===== src/rtl/uart_tx_arbiter_pkg.sv =====
// Shared definitions for the UART TX arbiter: FSM encoding, ID width, default timeout.
package uart_tx_arbiter_pkg;

   localparam int ID_W             = 3;
   localparam int BUSY_TIMEOUT_DEF = 16;

   typedef enum logic [1:0] {
      ST_IDLE      = 2'd0,
      ST_ISSUE     = 2'd1,
      ST_WAIT_RISE = 2'd2,
      ST_WAIT_FALL = 2'd3
   } arb_state_e;

endpackage


===== src/rtl/uart_tx_arbiter_edge_gen.sv =====
// Registers the TX engine busy level and derives one-cycle rise/fall pulses.
module edge_gen (
   input  logic clk,
   input  logic rstn,
   input  logic i_sig,
   output logic o_rise,
   output logic o_fall
);

   logic r_sig_q;

   // Previous-cycle copy of the level; cleared on reset so a high level after release reads as a rise.
   always_ff @(posedge clk or negedge rstn) begin
      if (!rstn) r_sig_q <= 1'b0;
      else       r_sig_q <= i_sig;
   end

   assign o_rise = i_sig & ~r_sig_q;
   assign o_fall = ~i_sig & r_sig_q;

endmodule


===== src/rtl/uart_tx_arbiter.sv =====
// Round-robin arbiter granting N_REQ byte requesters access to one UART TX byte engine.
//
//  state      | meaning
//  -----------+-----------------------------------------------------------
//  IDLE       | no transfer; pick next requester when any req is high
//  ISSUE      | one cycle: tx_start and ack[cur_id] pulse
//  WAIT_RISE  | wait for tx_busy to rise; time out after BUSY_TIMEOUT cycles
//  WAIT_FALL  | engine busy; pulse done when tx_busy falls
module uart_tx_arbiter
   import uart_tx_arbiter_pkg::*;
#(
   parameter int N_REQ        = 4,
   parameter int BUSY_TIMEOUT = BUSY_TIMEOUT_DEF
) (
   input  logic               clk,
   input  logic               rstn,
   input  logic [N_REQ-1:0]   req,
   input  logic [8*N_REQ-1:0] req_data,
   output logic [N_REQ-1:0]   ack,
   output logic               tx_start,
   output logic [7:0]         tx_data,
   input  logic               tx_busy,
   output logic               done,
   output logic               timeout_err,
   output logic [ID_W-1:0]    cur_id,
   output logic               active
);

   localparam logic [1:0] S_IDLE      = ST_IDLE;
   localparam logic [1:0] S_ISSUE     = ST_ISSUE;
   localparam logic [1:0] S_WAIT_RISE = ST_WAIT_RISE;
   localparam logic [1:0] S_WAIT_FALL = ST_WAIT_FALL;

   localparam int              CNT_W    = $clog2(BUSY_TIMEOUT + 1);
   localparam logic [CNT_W-1:0] CNT_LAST = CNT_W'(BUSY_TIMEOUT - 1);

   logic [1:0]       r_state;
   logic [CNT_W-1:0] r_cnt;
   logic [ID_W-1:0]  r_cur_id;
   logic [ID_W-1:0]  r_last_grant;
   logic [7:0]       r_tx_data;

   logic             w_rise;
   logic             w_fall;
   logic             w_any_req;
   logic             w_issue;
   logic             w_expire;
   logic [ID_W-1:0]  w_pick;
   logic [7:0]       w_pick_data;
   logic [N_REQ-1:0] w_ack;

   // Lowest offset from last+1 wins; scanning offsets high-to-low lets the nearest overwrite.
   function automatic logic [ID_W-1:0] rr_pick(input logic [N_REQ-1:0] r,
                                               input logic [ID_W-1:0]  last);
      logic [ID_W-1:0] pick;
      pick = last;
      for (int k = N_REQ; k >= 1; k--) begin
         for (int j = 0; j < N_REQ; j++) begin
            if (r[j] && (j == ((int'(last) + k) % N_REQ))) pick = ID_W'(j);
         end
      end
      return pick;
   endfunction

   edge_gen u_busy_edge (
      .clk    (clk),
      .rstn   (rstn),
      .i_sig  (tx_busy),
      .o_rise (w_rise),
      .o_fall (w_fall)
   );

   assign w_any_req = |req;
   assign w_pick    = rr_pick(req, r_last_grant);
   assign w_issue   = (r_state == S_ISSUE);
   assign w_expire  = (r_cnt == CNT_LAST);

   // Byte of the requester that would win this cycle.
   always_comb begin
      w_pick_data = 8'h00;
      for (int j = 0; j < N_REQ; j++) begin
         if (w_pick == ID_W'(j)) w_pick_data = req_data[8*j +: 8];
      end
   end

   // One-hot acknowledge of the latched requester during ISSUE.
   always_comb begin
      w_ack = '0;
      for (int j = 0; j < N_REQ; j++) begin
         w_ack[j] = w_issue && (r_cur_id == ID_W'(j));
      end
   end

   // Transfer sequencing; grant bookkeeping only moves on IDLE-to-ISSUE.
   always_ff @(posedge clk or negedge rstn) begin
      if (!rstn) begin
         r_state      <= S_IDLE;
         r_cnt        <= '0;
         r_cur_id     <= '0;
         r_last_grant <= ID_W'(N_REQ - 1);
         r_tx_data    <= 8'h00;
      end else begin
         case (r_state)
            S_IDLE: begin
               if (w_any_req) begin
                  r_cur_id     <= w_pick;
                  r_last_grant <= w_pick;
                  r_tx_data    <= w_pick_data;
                  r_state      <= S_ISSUE;
               end
            end
            S_ISSUE: begin
               r_cnt   <= '0;
               r_state <= S_WAIT_RISE;
            end
            S_WAIT_RISE: begin
               if (w_rise)        r_state <= S_WAIT_FALL;
               else if (w_expire) r_state <= S_IDLE;
               else               r_cnt   <= r_cnt + 1'b1;
            end
            S_WAIT_FALL: begin
               if (w_fall) r_state <= S_IDLE;
            end
            default: r_state <= S_IDLE;
         endcase
      end
   end

   assign ack         = w_ack;
   assign tx_start    = w_issue;
   assign tx_data     = r_tx_data;
   assign cur_id      = r_cur_id;
   assign active      = (r_state != S_IDLE);
   assign done        = (r_state == S_WAIT_FALL) && w_fall;
   assign timeout_err = (r_state == S_WAIT_RISE) && !w_rise && w_expire;

endmodule

===== config.mk =====
export PLATFORM = sky130hd
export DESIGN_NAME = uart_tx_arbiter
export DESIGN_NICKNAME = d
export VERILOG_FILES = /design/src/rtl/uart_tx_arbiter_pkg.sv /design/src/rtl/uart_tx_arbiter_edge_gen.sv /design/src/rtl/uart_tx_arbiter.sv
export SDC_FILE = /design/constraint.sdc
export NUM_CORES = 1
export LEC_CHECK = 0
export CAP_MARGIN = 20
export CORE_MARGIN = 3
export CORE_UTILIZATION = 35
export CTS_BUF_LIST = sky130_fd_sc_hd__clkbuf_2
export CTS_CLUSTER_DIAMETER = 120
export DETAILED_ROUTE_END_ITERATION = 6
export GPL_ROUTABILITY_DRIVEN = 1
export PLACE_DENSITY = 0.78
export SLEW_MARGIN = 20
export SYNTH_ARGS = -nofsm -noshare
export SYNTH_HDL_FRONTEND = slang
export SYNTH_HIERARCHICAL = 1
export SYNTH_SLANG_ARGS = --single-unit
export TNS_END_PERCENT = 50

===== constraint.sdc =====
create_clock -name clk -period 2.5 [get_ports clk]
set_clock_uncertainty 0.1 [all_clocks]
set_input_delay 0.5 -clock clk [delete_from_list [all_inputs] [get_ports clk]]
set_output_delay 0.5 -clock clk [all_outputs]
set_load 0.02 [all_outputs]

After elaboration in Yosys (flattened, before gate mapping)
Cells that the tools add are included.
Widths: inputs -> output; s select.
{ "op_classes": {"add_sub_neg": 5, "n_eq_ne": 27, "muxes": 28, "n_bitwise": 8, "reduce_logical": 41} }
{ "op_table": {"columns": ["cell", "n"], "rows": [
  ["$logic_not 32->1", 4],
  ["$mux 3", 16],
  ["$mux 8", 4],
  ["$eq 3x3->1 const A", 8],
  ["$logic_and 1x1->1", 23],
  ["$eq 2x3->1 const A", 4],
  ["$eq 3x2->1 const B", 4],
  ["$mux 5", 2],
  ["$pmux 5 s2", 1],
  ["$mux 2", 4],
  ["$ne 2x2->1 const B", 4],
  ["$pmux 2 s4", 1],
  ["$reduce_or 2->1", 4],
  ["$eq 3x1->1 const B", 2],
  ["$logic_not 3->1", 2],
  ["$reduce_and 3->1", 2],
  ["$add 5x1->5 const B", 1],
  ["$eq 5x4->1 const B", 1],
  ["$add 2x1->2 const B", 2],
  ["$add 2x2->2 const B", 2],
  ["$and 1x1->1 const A", 4],
  ["$eq 2x2->1 const B", 2],
  ["$reduce_bool 2->1", 2],
  ["$reduce_or 4->1", 1],
  ["7 further kinds", 9]
]} }
{ "word_totals": {"regBits": 22, "output_inout_bits": 19} }

Logic depth before layout (Yosys ltp)
Gate-level depths: netlist of the first run.
{ "logic_depth": {"depth_word": 26, "ltp_mapped": 8} }

By module
The synthesis of the first run kept the hierarchy.
{ "by_module_without_submodules": {"columns": ["mod", "n_inst", "cells_each", "area_each_um2"], "rows": [
  ["uart_tx_arbiter", 1, 136, 1326.3],
  ["edge_gen", 1, 3, 40.0]
]} }

Least setup slack after synthesis of the first run
Ideal clock, no wire load.
{ "synth_timing": {"kind": "register to output", "start": "register r_state[1]", "end": "output ack[1]", "t_arrival_ps": 1542, "slack_ps": 358, "stages_incl_launch_ff": 4, "cell_sequence": "dfrtp_1 -> inv_1 -> ha_1 -> nor4bb_1"} }
{ "synth_via": {"elab_chain_cells": 2} }
{ "synth_lines": {"columns": ["item", "line", "source"], "rows": [
  ["from (decl)", "uart_tx_arbiter.sv:37", "logic [1:0] r_state;"],
  ["from (signal assigned)", "uart_tx_arbiter.sv:97", "r_state <= S_IDLE;"],
  ["from (signal assigned)", "uart_tx_arbiter.sv:109", "r_state <= S_ISSUE;"],
  ["from (signal assigned)", "uart_tx_arbiter.sv:114", "r_state <= S_WAIT_RISE;"],
  ["$eq 2x1->1", "uart_tx_arbiter.sv:75", "assign w_issue = (r_state == S_ISSUE);"],
  ["net tx_start", "uart_tx_arbiter.sv:20", "output logic tx_start,"],
  ["$logic_and 1x1->1", "uart_tx_arbiter.sv:90", "w_ack[j] = w_issue && (r_cur_id == ID_W'(j));"],
  ["to (decl)", "uart_tx_arbiter.sv:19", "output logic [N_REQ-1:0] ack,"]
]} }
The timed path passes the listed nets, and every way through them passes these cells.

Worst setup path in the final report of the first run
{ "layout_timing": {"start": "register r_state[1]", "end": "output active"} }
{ "layout_via": {"elab_chain_cells": 1} }
{ "layout_lines": {"columns": ["item", "line", "source"], "rows": [
  ["$reduce_bool 2->1", "uart_tx_arbiter.sv:133", "assign active = (r_state != S_IDLE);"],
  ["to (decl)", "uart_tx_arbiter.sv:26", "output logic active"]
]} }
No other way between the ends.

==> results of run 1 <==
==> kinds of logic (layout without fill, tap and decap cells) <==
| group | count (synthesis) | in the layout | synth area share |
|---|---|---|---|
| and+or+nand+nor | 47 | 47 | 0.173 |
| AOI/OAI and AO/OA | 30 | 30 | 0.189 |
| buffers and inverters | 18 | 82 | 0.0723 |
| DFF | 21 | 21 | 0.386 |
| muxes | 17 | 17 | 0.125 |
| adders and majority gates | 6 | 6 | 0.0549 |
==> Yosys cell counts, drive strengths merged, types with 2 or more instances <==
master,n
nand2,20
ha,6
clkbuf,3
dfstp,2
nor2b,2
nor2,8
a21oi,5
o221ai,8
mux2i,17
and2,2
dfrtp,19
nor4bb,2
o21ai,9
a31oi,3
inv,11
nand3,3
nand2b,3
buf,4
==> critical path: stages, from the launching register on <==
cell	delay [ns]
dfrtp_1	0.47
inv_1	0.09
ha_1	0.22
inv_1	0.10
clkdlybuf4s50_1	0.61
==> through the flow <==
| step | util | TNS [ns] | setup slack [ns] | area (um^2) | power, mW |
|---|---|---|---|---|---|
| floorplan | - | 0 | 0.358 | 1370 | 1.45 |
| global placement | 0.552 | 0 | 0.0314 | 2050 | 1.93 |
| detailed placement | 0.552 | -0.00951 | -0.00951 | 2050 | 1.96 |
| CTS | 0.555 | 0 | 0.0877 | 2060 | 2.10 |
| global route | 0.556 | 0 | 0.0105 | 2060 | 2.24 |
| finish | 0.556 | 0 | 0.100 | 2060 | 2.07 |
==> state kept, by name (all words and copies together), names as in the netlist <==
name	cells
u_busy_edge/r_sig_q	1
r_last_grant	2
r_state	2
tx_data	8
r_cnt	5
cur_id	3
==> path summary, 6_finish.rpt <==
check                                                   end  slack [ns]  cells after the start
worst max register to register       r_state[1]$_DFFE_PN0P_        0.40                      7
worst min register to register       tx_data[0]$_DFFE_PN0P_        0.41                      2
max in group asynchronous       r_last_grant[0]$_DFFE_PN1P_        1.62                      2
min in group clk                     tx_data[0]$_DFFE_PN0P_        0.41                      2
worst max-delay path                                 active        0.10                      4
worst min-delay path                   r_cnt[4]$_DFFE_PN0P_        0.39                      2
==> final cells by class <==
| cell class | instances | area (um^2) | area share |
|---|---|---|---|
| repair buffers | 67 | 663 | 0.321 |
| well taps | 48 | 60.1 | 0.0291 |
| clock buffers | 4 | 20.0 | 0.00970 |
| inverters | 11 | 41.3 | 0.0200 |
| flip-flops and latches | 21 | 529 | 0.256 |
| multi-input cells | 100 | 751 | 0.364 |
==> power breakdown <==
part | leakage [nW] | switching, mW | internal, mW
sequential | 0.261 | 0.116 | 0.482
combinational | 0.677 | 0.684 | 0.646
clock | 0.0166 | 0.103 | 0.0424
==> repair_timing <==
item                       CTS  global route
hold buffers                 0             0
setup endpoints to repair    6             1
gates resized for setup      6             1
==> routing by layer <==
metal	track usage	up-vias	wire, um
met1	0.188	598	1400
met2	0.251	24	1730
met3	0.0230	2	136
met5	0	-	0
li1	-	626	-
met4	0.0223	0	12
==> flow_metrics.tcl, run 1 <==
set metrics [dict create \
    ant_nets 0 \
    startpoint "r_state[1]$_DFFE_PN0P_" \
    dp_cells 247 \
    hold_ws_ns 0.390 \
    rsz0062_at_grt "false" \
    die_w_um 68.5 \
    crit_type "flip-flop to output port" \
    ys_seq_elements 21 \
    synth_area_leader_cell "dfrtp_1" \
    peakVddDrop_mv 0.414 \
    mostFrequentLayoutCells "51 x clkdlybuf4s50_1, 20 x nand2_1, 18 x dfrtp_1" \
    path_clk_slew_ns 0.21 \
    slew_headroom 0.621 \
    yosysWarnings 6 \
    synth_cells 139 \
    cp_max_fo 5 \
    layout-drive-gt1-share 0.138 \
    portBuffers 57 \
    ys_seq_area_frac 0.386 \
    synthTopCellsByArea "dfrtp_1 35%, mux2i_1 12%, o221ai_2 8.8%, ha_1 5.5%, nand2_1 5.5%" \
    clkSinkCount 21 \
    synth-edff-count 0 \
    fillers 363 \
    setup-violations-final 0 \
    dpl.hpwl_um 2590 \
    synthArstFlopShare 1.00 \
    cts_made_buffers 3 \
    grt_pass1_wl_um 5230 \
    drtPass1Iterations 4 \
    synth_area_per_cell_um2 9.83 \
    diodes 0 \
    cts.path.max_buffers 2 \
    grt_pass1_vias 1193 \
    start_util 0.368 \
    cp-start-kind "flip-flop" \
    drt-initial-drc-count 31 \
    finalCritPeriodShare 0.960 \
    ys.flop_type "dfrtp_1" \
    clk_latency_ns 0.31 \
    gp_congestion 0.764 \
    critPathArrivalTime_ns 1.80 \
    finalNonFillerCells 251 \
    vias 1250 \
    period_minus_slack_ns 2.40 \
    slew_viol_final 0 \
    finalHoldViolations 0 \
    drt-wirelength-per-cell_um 13.1 \
    track_usage 0.144 \
    post-cts-setup-buffers 0 \
    status "finished, final reports clean" \
    min_path_type "primary input to asynchronous set/reset pin" \
    finalWirelength_um 3280 \
    required_ns 1.90 \
    max_freq_mhz 417 \
    grt_max_degree 22 \
    cts_tree "built" \
    dieArea_um2 4690 \
    tightest_slew_ns 0.568 \
    htreeDepth 1 \
    rows 22 \
    synth_top_area_share 0.348 \
    synth_area_um2 1370 \
    fin_nets 249 \
    drv_cap 0 \
    final_common_cell "clkdlybuf4s50_1" \
    synth.distinct_cells 33 \
    p_leak_nw 0.955 \
    crit-reg2reg-launch "r_cnt[0]$_DFFE_PN0P_" \
    die_h_um 68.5 \
    antenna_found_initial 0 \
    cts_root_buffer "clkbuf_2" \
    grt_remaining_overflow 0 \
    pin_count 58 \
    syn2layout_area_growth_pct 51.1 \
    cp-end-kind "output port" \
    core_region_area_um2 3720 \
    synth_fp_nets 184 \
    post_drt_via_cell_ratio 4.98 \
    drc_errors 0 \
    powerDensity_nw_per_um2 1000 \
]
(Power assumes the default switching activity.)
==> run 2, diff against run 1 <==
GPL_TIMING_DRIVEN = 0   (was not set)
==> run 2 against run 1 <==
Against the previous run: first-iteration DRC count increased by 19%; register-to-register slack got worse by 0.04 ns; worst setup slack improved by 0.059 ns; total power decreased by 3.0%; sequential share of layout area increased by 0.69 points; count of clock-buffer cells in the layout decreased by 1; via count decreased by 3.9%; core utilization decreased by 1.4 points.
==> flow_metrics.tcl, run 2 (synthesis gave the netlist of run 1 again) <==
set metrics [dict create \
    status "finished, final reports clean" \
    cpMaxStageDelayCell "dfrtp_1" \
    ant_nets 0 \
    fillers 356 \
    cp_num_buf_inv 2 \
    slew_viol_final 0 \
    min_path_type "flip-flop to flip-flop" \
    cp_max_fo 5 \
    track_usage 0.133 \
    crit_end "ack[1]" \
    min_from "r_last_grant[1]$_DFFE_PN1P_" \
    peakVddDrop_mv 0.573 \
    fin_nets 245 \
    antenna_found_initial 0 \
    drtPass1Iterations 4 \
    cts.path.max_buffers 2 \
    post-place-ws_ns -0.0690 \
    cp-end-kind "output port" \
    tightest_slew_ns 0.976 \
    htreeDepth 1 \
    die_h_um 68.5 \
    diodes 0 \
    max_freq_mhz 427 \
    die_w_um 68.5 \
    syn2layout_area_growth_pct 47.2 \
    cts_made_buffers 3 \
    finalHoldViolations 0 \
    startpoint "r_state[1]$_DFFE_PN0P_" \
    fin_ws_ns 0.159 \
    r2r_end "r_state[1]$_DFFE_PN0P_" \
    layout-drive-gt1-share 0.116 \
    portBuffers 57 \
    place_area_um2 2000 \
    crit_cells 4 \
    clk_latency_ns 0.32 \
    final_common_cell "clkdlybuf4s50_1" \
    crit_family "flip-flops" \
    worstPathCellList "inv_1, ha_1, nor4bb_1, clkdlybuf4s15_1" \
    gp_congestion 0.763 \
    finalCritPeriodShare 0.936 \
    drt-wirelength-per-cell_um 12.6 \
    drv_cap 0 \
    crit-reg2reg-launch "r_cnt[0]$_DFFE_PN0P_" \
    grt_max_degree 22 \
    rows 22 \
    period_minus_slack_ns 2.34 \
    slew_headroom 0.347 \
    crit_type "flip-flop to output port" \
    grt_pass1_wl_um 4750 \
    drt-initial-drc-count 37 \
    vias 1201 \
    setup-violations-final 0 \
    powerDensity_nw_per_um2 1000 \
    required_ns 1.90 \
    post-cts-setup-buffers 0 \
    critPathArrivalTime_ns 1.74 \
    mostFrequentLayoutCells "50 x clkdlybuf4s50_1, 20 x nand2_1, 18 x dfrtp_1" \
    p_leak_nw 0.933 \
    largest_reg_flops 8 \
    grt_pass1_vias 1061 \
    seq_area_um2 529 \
    slowest_delay_ns 0.47 \
    cts_root_buffer "clkbuf_2" \
    pin_count 58 \
    rrSetupSlack_ns 0.36 \
    drc_errors 0 \
    final_area_um2 2010 \
    cts_tree "built" \
    finalWirelength_um 3100 \
    path_clk_slew_ns 0.21 \
    rr_worst_depth 7 \
    grt_remaining_overflow 0 \
    clkSinkCount 21 \
    hold_ws_ns 0.412 \
    core_region_area_um2 3720 \
    dieArea_um2 4690 \
    rsz0062_at_grt "false" \
    start_util 0.368 \
    post_drt_via_cell_ratio 4.86 \
    fin_setup_tns_ns 0 \
    dpl.hpwl_um 2400 \
    multi_input_area_um2 739 \
    cp-start-kind "flip-flop" \
]
run 2: changes by cell type in the layout (fill, tap and decap cells not counted), sizes merged:
cell | before | now
buf | 10 | 4
clkbuf | 4 | 6
clkdlybuf4s15 | 0 | 1
clkdlybuf4s50 | 51 | 50
clkinv | 0 | 1
dlygate4sd2 | 6 | 3
dlymetal6s2s | 0 | 2
run 2: worst register-to-register path: stages, from the launching register on:
cell	delay (ns)
dfrtp_1	0.45
ha_1	0.22
and3_1	0.19
ha_1	0.20
nor2_1	0.40
a222oi_1	0.23
a21oi_1	0.19
a31oi_1	0.06
run 2: area by class of cell:
| cell class | instances | area share |
|---|---|---|
| inverter | 11 | 0.0205 |
| timing repair buffer | 57 | 0.282 |
| buffer | 6 | 0.0268 |
| multi-input combinational | 100 | 0.368 |
| sequential | 21 | 0.263 |
| clock buffer | 3 | 0.00747 |
| clock inverter | 1 | 0.00249 |
| tap | 48 | 0.0299 |
run 2: power breakdown:
part           switching (mW)  leakage [nW]  internal, mW
clock                   0.110        0.0164        0.0363
combinational           0.673         0.656         0.604
sequential              0.106         0.261         0.482
total                   0.889         0.933          1.12
run 2: worst min path at each step:
| stage | end | slack [ns] | depth (start not counted) |
|---|---|---|---|
| 2_1_floorplan | cur_id[0]$_DFFE_PN0P_ | 0.10 | 0 |
| 3_3_place_gp | tx_data[6]$_DFFE_PN0P_ | 0.37 | 2 |
| 3_5_place_dp | tx_data[7]$_DFFE_PN0P_ | 0.37 | 2 |
| 4_1_cts | r_last_grant[1]$_DFFE_PN1P_ | 0.41 | 2 |
| 5_1_grt | r_last_grant[1]$_DFFE_PN1P_ | 0.43 | 2 |
| 6_report | r_last_grant[1]$_DFFE_PN1P_ | 0.41 | 2 |
run 2: metrics by stage:
| step | std cells | power (mW) | utilization |
|---|---|---|---|
| floorplan | 139 | 1.45 | - |
| global placement | 244 | 1.88 | 0.537 |
| detailed placement | 244 | 1.90 | 0.537 |
| CTS | 247 | 2.04 | 0.540 |
| global route | 247 | 2.16 | 0.541 |
| finish | 247 | 2.01 | 0.541 |
run 2: per-layer routing:
metal  share of wire  vias up  track usage
met2            0.48       24        0.195
met5               0        -            0
met3           0.045        2       0.0197
met1            0.47      556        0.198
met4          0.0035        0       0.0397
li1                -      619            -
run 2: repair_timing:
item | CTS | global route
gates resized for setup | 5 | 6
hold buffers | 0 | 0
pin swaps | 0 | 0
endpoints found under the setup margin | 5 | 4
